`src/rtl/demux_8b_1x2_buf.sv`:
```
// Buffered 1-to-2 byte demultiplexer: each input byte is routed by sel into one of two FWFT FIFOs.
// Optional delivered-byte counters (cnt1/cnt2/cnt_clr) are built when DEMUX_8B_CNT_EN is defined.

module DemuxByteFifo #(
   parameter int WIDTH = 8,
   parameter int DEPTH = 4,
   parameter int AW    = 2
) (
   input  logic             clk,
   input  logic             reset,
   input  logic             push_i,
   input  logic [WIDTH-1:0] pushData_i,
   input  logic             popReady_i,
   output logic             full_o,
   output logic             valid_o,
   output logic [WIDTH-1:0] data_o
);

   logic [WIDTH-1:0] mem_q [DEPTH];
   logic [AW-1:0]    wrPtr_q, wrPtr_d;
   logic [AW-1:0]    rdPtr_q, rdPtr_d;
   logic [AW:0]      count_q, count_d;
   logic             pop;

   // Head entry is always visible, so a freshly written byte is valid right after its edge.
   assign valid_o = (count_q != '0);
   assign full_o  = (count_q == (AW+1)'(DEPTH));
   assign pop     = valid_o && popReady_i;
   assign data_o  = mem_q[rdPtr_q];

   always_comb begin
      wrPtr_d = push_i ? wrPtr_q + 1'b1 : wrPtr_q;
      rdPtr_d = pop ? rdPtr_q + 1'b1 : rdPtr_q;
      count_d = count_q;
      if (push_i && !pop) begin
         count_d = count_q + 1'b1;
      end else if (pop && !push_i) begin
         count_d = count_q - 1'b1;
      end
   end

   always_ff @(posedge clk or posedge reset) begin
      if (reset) begin
         wrPtr_q <= '0;
         rdPtr_q <= '0;
         count_q <= '0;
         for (int i = 0; i < DEPTH; i++) begin
            mem_q[i] <= '0;
         end
      end else begin
         wrPtr_q <= wrPtr_d;
         rdPtr_q <= rdPtr_d;
         count_q <= count_d;
         if (push_i) begin
            mem_q[wrPtr_q] <= pushData_i;
         end
      end
   end

endmodule

module demux_8b_1x2_buf #(
   parameter int WIDTH = 8,
   parameter int DEPTH = 4,
   parameter int AW    = 2
) (
   input  logic             clk,
   input  logic             reset,
   input  logic [WIDTH-1:0] in_data,
   input  logic             sel,
   input  logic             in_valid,
   output logic             in_ready,
   output logic [WIDTH-1:0] out1_data,
   output logic             out1_valid,
   input  logic             out1_ready,
   output logic [WIDTH-1:0] out2_data,
   output logic             out2_valid,
   input  logic             out2_ready
`ifdef DEMUX_8B_CNT_EN
   ,
   output logic [15:0]      cnt1,
   output logic [15:0]      cnt2,
   input  logic             cnt_clr
`endif
);

   logic full1, full2;
   logic push1, push2;

   // Acceptance looks only at the selected FIFO's fill level, never at the consumers' ready.
   assign in_ready = sel ? !full2 : !full1;
   assign push1    = in_valid && in_ready && !sel;
   assign push2    = in_valid && in_ready && sel;

   DemuxByteFifo #(.WIDTH(WIDTH), .DEPTH(DEPTH), .AW(AW)) fifo1 (
      .clk        (clk),
      .reset      (reset),
      .push_i     (push1),
      .pushData_i (in_data),
      .popReady_i (out1_ready),
      .full_o     (full1),
      .valid_o    (out1_valid),
      .data_o     (out1_data)
   );

   DemuxByteFifo #(.WIDTH(WIDTH), .DEPTH(DEPTH), .AW(AW)) fifo2 (
      .clk        (clk),
      .reset      (reset),
      .push_i     (push2),
      .pushData_i (in_data),
      .popReady_i (out2_ready),
      .full_o     (full2),
      .valid_o    (out2_valid),
      .data_o     (out2_data)
   );

`ifdef DEMUX_8B_CNT_EN
   logic [15:0] cnt1_q, cnt2_q;

   // Clear wins over a same-cycle delivery; counters wrap naturally at 16 bits.
   always_ff @(posedge clk or posedge reset) begin
      if (reset) begin
         cnt1_q <= '0;
         cnt2_q <= '0;
      end else if (cnt_clr) begin
         cnt1_q <= '0;
         cnt2_q <= '0;
      end else begin
         if (out1_valid && out1_ready) begin
            cnt1_q <= cnt1_q + 16'd1;
         end
         if (out2_valid && out2_ready) begin
            cnt2_q <= cnt2_q + 16'd1;
         end
      end
   end

   assign cnt1 = cnt1_q;
   assign cnt2 = cnt2_q;
`endif

endmodule

```
`config.mk`:
```
export PLATFORM = sky130hd
export DESIGN_NAME = demux_8b_1x2_buf
export DESIGN_NICKNAME = d
export VERILOG_FILES = /design/src/rtl/demux_8b_1x2_buf.sv
export SDC_FILE = /design/constraint.sdc
export NUM_CORES = 1
export LEC_CHECK = 0
export ABC_AREA = 1
export ABC_CLOCK_PERIOD_IN_PS = 2050
export CAP_MARGIN = 5
export CORE_UTILIZATION = 45
export DETAILED_ROUTE_END_ITERATION = 10
export GPL_ROUTABILITY_DRIVEN = 0
export REMOVE_ABC_BUFFERS = 1
export SETUP_SLACK_MARGIN = 0.3
export SYNTH_ARGS = -nofsm -noshare
export SYNTH_HDL_FRONTEND = slang
export SYNTH_HIERARCHICAL = 1
export SYNTH_SLANG_ARGS = --single-unit
```
`constraint.sdc`:
```
create_clock -name clk -period 2.05 [get_ports clk]
set_input_delay 0.5125 -clock clk [delete_from_list [all_inputs] [get_ports clk]]
set_output_delay 0.5125 -clock clk [all_outputs]
set_load 0.02 [all_outputs]
```
==> flow_metrics.env <==
export IMPL_nNetsFinal=538
export IMPL_cts_hold_repair_buffers=0
export IMPL_antenna_cells_inserted=0
export IMPL_clock_latency_of_the_later_clocked_register_in_the_worst_skew_pair_ns=0.35
export IMPL_post_route_cells_drive_above_1_share_pct=27.1
export IMPL_post_synth_inst_count=451
export IMPL_wl_per_cell_microns=14.1
export IMPL_drt_pass1_iter_count=4
export IMPL_setup_slack_ns=0.0375
export IMPL_cts_tree="done"
export IMPL_clock_input_transition_at_the_sequential_cells_of_the_worst_setup_and_hold_paths_ns=0.08
export IMPL_row_count=33
export IMPL_remaining_drc_errors=0
export IMPL_report_final_hold_viol_count=0
export IMPL_place_detailed_instances=585
export IMPL_power_density_nw_per_um2=1730
export IMPL_viasPerCell=5.08
export IMPL_crit_buf_inv=4
export IMPL_setup_viol=0
export IMPL_io_pins=33
export IMPL_grt_setup_unrepaired="yes"
export IMPL_post_synthesis_cell_area_sq_um=3970
export IMPL_core_area_sq_um=8380
export IMPL_layout_min_cycle_time_ns=2.01
export IMPL_clk_path_buf_depth=2
export IMPL_first_pass_grt_wire_length_mm=14.6
export IMPL_most_frequent_standard_cell_in_the_layout_excluding_fill_and_tap_cells="nand2_1"
export IMPL_ys_seq_area_share_pct=49.1
export IMPL_htreeDepth=3
export IMPL_cp_max_fo=8
export IMPL_final_max_slew_viol_count=0
export IMPL_route_antenna_remaining_nets=0
export IMPL_maxCapViolations=0
export IMPL_fin_setup_tns_ns=0
export IMPL_first_global_vias=3040
export IMPL_grt_usage_pct=21.5
export IMPL_r2r_slack_ns=0.26
export IMPL_nFillCells=737
export IMPL_final_period_utilization_pct=98.2
export IMPL_totalWireLength_mm=8.76
export IMPL_slowest_stage="dfrtp_1"
export IMPL_yosys_cell_types_count=24
export IMPL_grt_start_max_net_pins=40
export IMPL_outcome="complete, no violations"
export IMPL_initial_utilization_pct=47.4
export IMPL_most_frequent_cells_in_the_layout="128 x nand2_1, 78 x dfrtp_1, 58 x inv_1"
export IMPL_ys_ff_latch=78
export IMPL_routed_via_count=3152
export IMPL_place_hpwl_mm=5.26
export IMPL_vdd_drop_max_v=0.000878
export IMPL_timing_hold_worst_class="register to register"
export IMPL_io_buffers=32
export IMPL_util_after_layout_pct=59.8
export IMPL_grt_antenna_before_repair=0
export IMPL_ys_warn_count=6
export IMPL_max_slew_margin_rel_pct=66.7
export IMPL_drt_iter0_markers=115
export IMPL_max_slew_worst_pin_slew_ns=0.500
export IMPL_final_setup_skew_ns=0.00674
export IMPL_critical_path_cell_chain="inv_2 -> buf_6 -> buf_12 -> nand2_1 -> o211ai_1 -> nand2_1 -> buf_6"
export IMPL_cpPeakStageDelay_ns=0.39
export IMPL_syn_mean_instance_area_sq_um=8.81
export IMPL_global_route_overflow_total=0
export IMPL_place_ws_ns=-0.227
export IMPL_sequential_cell_area_sq_um=1950
export IMPL_setup_crit_end_kind="primary output"
export IMPL_critical_path_top_delay_family="buffers and inverters"
export IMPL_die_width_microns=96.0
export IMPL_worst_ep_required_time_ns=1.54
export IMPL_finish_cell_count_without_fillers=621
export IMPL_die_height_microns=96.0
export IMPL_worst_setup_path_start_kind="register"
export IMPL_cts_buffers=9
export IMPL_fmax_mhz=497
export IMPL_path_class="register to primary output"
export IMPL_cts_num_sinks=78
export IMPL_worstPathArrival_ns=1.50
export IMPL_root_buffer="clkbuf_8"
export IMPL_leakage_nw=2.61
export IMPL_area_growth_pct=26.1
export IMPL_floorplan_die_area_sq_um=9210
export IMPL_multi_input_logic_area_sq_um=1710
worst register-to-register path: cells and delay by family, from the launching register on:
kind                     cells  cell delay (ns)
AND/OR/NAND/NOR              7             0.52
adder cells (fa/ha/maj)      2             0.55
flip-flops                   1             0.40
buffers and inverters        3             0.21
synth_stat cells, drive strengths merged:
cell / number / area, sq um
xor2: 2 / 17.5
nand4: 2 / 12.5
nor3: 2 / 10.0
o211ai: 32 / 240
inv: 67 / 251
nor2: 4 / 17.5
clkbuf: 1 / 13.8
buf: 17 / 181
nand3: 6 / 30.0
nand2: 157 / 652
ha: 10 / 125
dfrtp: 78 / 1950
o21ai: 66 / 402
fa: 2 / 40.0
clkinv: 3 / 11.3
xnor2: 2 / 17.5
metrics by stage:
stage	instance area, sq um	hold WS [ns]	total power [mW]
6_report	5010	0.485	8.66
2_1_floorplan	3780	0.442	5.07
3_3_place_gp	4370	0.458	6.37
5_1_grt	5010	0.493	9.35
3_5_place_dp	4370	0.468	6.48
4_1_cts	4860	0.487	8.42
power breakdown:
group	internal, mW	switching [mW]
Clock	0.742	0.553
Sequential	2.27	0.434
Combinational	2.18	2.48
Total	5.20	3.46
layer usage:
metal / wire (microns) / part of all wire (%) / global-route usage (%) / vias up
met5: 0 / 0 / 0 / -
met4: 108 / 1.2 / 7.46 / 0
met3: 380 / 4.3 / 4.34 / 10
met2: 4150 / 47 / 34.0 / 72
met1: 4120 / 47 / 29.5 / 1495
li1: - / - / - / 1575
cells by family (layout without fill, tap and decap cells):
group                      after synthesis  after routing  share of synthesized area [%]
and+or+nand+nor                        171            171                           18.2
xor gates and xnor gates                 4              4                          0.882
DFF                                     78             78                           49.1
AOI/OAI and AO/OA                       98             98                           16.2
buffers and inverters                   88            153                           11.5
adders and majority gates               12             12                           4.16
layout make-up:
type	count	share of cell area, %
clock buffer	11	3.02
clock inverter	4	1.40
multi-input combinational	285	34.0
sequential	78	39.0
inverter	70	5.42
tap	105	2.62
timing repair buffer	68	14.6
path summary, 6_finish.rpt:
path | start | to | depth (start not counted)
min in group asynchronous | reset | fifo1/wrPtr_q[1] | 3
max in group asynchronous | reset | fifo1/mem_q[1] | 3
max | fifo2/rdPtr_q[0] | out2_data[2] | 7
min | fifo2/mem_q[31] | fifo2/mem_q[31] | 2
max reg2reg | fifo1/count_q[2] | fifo1/count_q[2] | 12
min reg2reg | fifo2/mem_q[31] | fifo2/mem_q[31] | 2
registers in the layout, indices dropped and copies added (netlist names):
name and cells:
fifo2/count_q 3, fifo2/mem_q 32, fifo1/rdPtr_q 2, fifo1/mem_q 32
fifo2/rdPtr_q 2, fifo1/wrPtr_q 2, fifo2/wrPtr_q 2, fifo1/count_q 3
what timing repair did:
action | 4_1_cts | 5_1_grt
resized for setup | 133 | 36
pin swaps | 25 | 24
setup endpoints to repair | 23 | 22
gates cloned | 4 | 0
setup buffers | 14 | 3
endpoints found under the hold margin | 0 | 0
Note: power is estimated with default switching activity, not from simulation.
==> edit, RTL diff (config.mk and constraints unchanged) <==
`DEPTH` is set to 4 in 2 places; all go to 8.
--- a/src/rtl/demux_8b_1x2_buf.sv
+++ b/src/rtl/demux_8b_1x2_buf.sv
@@ -3,7 +3,7 @@
 
 module DemuxByteFifo #(
    parameter int WIDTH = 8,
-   parameter int DEPTH = 4,
+   parameter int DEPTH = 8,
    parameter int AW    = 2
 ) (
    input  logic             clk,
@@ -61,7 +61,7 @@
 
 module demux_8b_1x2_buf #(
    parameter int WIDTH = 8,
-   parameter int DEPTH = 4,
+   parameter int DEPTH = 8,
    parameter int AW    = 2
 ) (
    input  logic             clk,
Check against the original RTL: not equivalent (Yosys sat finds a counterexample within 4 cycles, from zero or initial values and one cycle with reset high).
==> edit against the original RTL <==
Setup slack better by 0.11 ns. Core utilization fell by 3.7 points. Synthesized area rose by 0.22%. Design area is 6.1% lower. Fmax up 6.0%. Non-clock buffer count shrank 11. Via count shrank 6.6%. Wire length fell by 9.2%. Sequential cell count stayed put. Count of clock-buffer cells in the layout decreased by 1.
Power is not compared: it rests on default switching activity, and its combinational part moved more than twofold at a synthesized area within 25%.
==> edit: results (changes against the original RTL) <==
Status - completed
Top Registers - fifo1/mem_q: 32 flops, fifo2/mem_q: 32 flops
Worst-path fanout max - 32 (+24)
Tot GR Track Use - 19.56% (-1.9 points)
Xor/xnor share of the synthesized area - 0.8797% (-0.0019 points)
Max-slew headroom - 65.38% (-1.3 points)
Fraction of layout cells with a size suffix above 1 - 21.83% (-5.3 points)
Sequential area share after synthesis - 49.01% (-0.11 points)
H-Tree Depth - 3 (unchanged)
First-pass DRT Iterations - 5 (+1)
Commonest cells post-synth - nand2_1, dfrtp_1, inv_1, o21ai_1, o211ai_1
Wirelength per Cell - 13.06 um (-7.4%)
Pre-CTS setup slack - -0.1867 ns (+0.04009 ns)
LEAKAGE - 2.316 nW
CP max stage delay - 0.41 ns (+0.02 ns)
Post-synth ARST share - 100.0% (unchanged)
Synth Area in Compound Gates - 15.65% (-0.51 points)
Vias per inst - 4.836 (-4.7%)
Multiplexer share of the synthesized area - 0% (unchanged)
Clock Skew - 0.009158 ns (+0.002419 ns)
Number of library cell types mapped by synthesis - 23 (-4.2%)
Synth area leaders - dfrtp_1, nand2_1, inv_1
Nets - 525 (-2.4%)
Inserted Diodes - 0 (unchanged)
PortBufs - 32 (unchanged)
CP max stage cell - dfrtp_1
Initial antenna violation count - 0 (unchanged)
DP HPWL - 5224 um (-0.60%)
WP data arrival - 1.39 ns (-0.11 ns)
Post-synthesis adder-cell area fraction - 4.147% (-0.0091 points)
First-pass GRT wire length - 13540 um (-7.4%)
Vias in the first global route - 2922 (-3.9%)
Fill cells - 793 (+7.6%)
Pin count of the biggest net entering global routing - 40 (unchanged)
Prevailing post-synth register cell - dfrtp_1
First DRT Iteration DRCs - 123 (+7.0%)
-- edit: path summary, 6_finish.rpt --
kind                            cells past startpoint          endpoint  slack [ns]              from
max in group asynchronous                           3   fifo2/mem_q[49]        1.07             reset
worst max-delay path                                4      out2_data[7]        0.15  fifo2/rdPtr_q[0]
min in group asynchronous                           3   fifo1/mem_q[40]        0.50             reset
worst min register to register                      2   fifo1/mem_q[39]        0.49   fifo1/mem_q[39]
worst max register to register                     11  fifo2/count_q[2]        0.32  fifo2/count_q[0]
worst min-delay path                                2   fifo1/mem_q[39]        0.49   fifo1/mem_q[39]
-- edit: cells by family after synthesis --
group	Yosys count
buffers and inverters	92
flip-flops	78
AO/OA/AOI/OAI	98
adder cells (fa/ha/maj)	12
XOR/XNOR	4
AND/OR/NAND/NOR	167
-- edit: stage by stage --
step	utilization, %	power, mW	hold slack [ns]	cells	cell area (sq um)
floorplan	-	1.610	0.4417	431	3755
global placement	51.65	1.664	0.4618	581	4329
detailed placement	51.65	1.664	0.4682	581	4329
CTS	54.66	2.950	0.4878	605	4582
global route	56.11	3.013	0.5075	609	4703
finish	56.11	2.905	0.4853	609	4703
-- edit: cell type report --
cell class / instances / area share, %
Multi-Input combinational cell: 281 / 35.04
Tap cell: 105 / 2.793
Sequential cell: 78 / 41.50
Timing Repair Buffer: 57 / 10.06
Clock buffer: 10 / 2.926
Inverter: 72 / 5.879
Clock inverter: 6 / 1.809
-- edit: routing by layer --
| layer | vias to the layer above | track usage, % | wire [um] |
|---|---|---|---|
| li1 | 1528 | - | - |
| met1 | 1371 | 26.68 | 3850 |
| met2 | 34 | 31.38 | 3790 |
| met3 | 12 | 2.607 | 175 |
| met4 | 0 | 8.209 | 137 |
| met5 | - | 0 | 0 |
-- edit: power breakdown --
part | switching, mW | total [mW] | internal [mW]
Clock | 0.559 | 1.27 | 0.714
Combinational | 0.0649 | 0.0954 | 0.0305
Sequential | 0 | 1.54 | 1.54
Total | 0.624 | 2.91 | 2.28
-- edit: worst max-delay path: cells and delay by family (launching register included) --
kind / cells / cell delay (ns)
AOI/OAI and AO/OA: 1 / 0.19
and+or+nand+nor: 1 / 0.08
buffers and inverters: 2 / 0.34
DFF: 1 / 0.41
-- edit: timing repair --
action	in CTS	in global routing
setup buffers	8	4
hold endpoints to repair	0	0
hold buffers	0	0
pin swaps	13	24
resized for setup	98	26
endpoints found under the setup margin	23	55
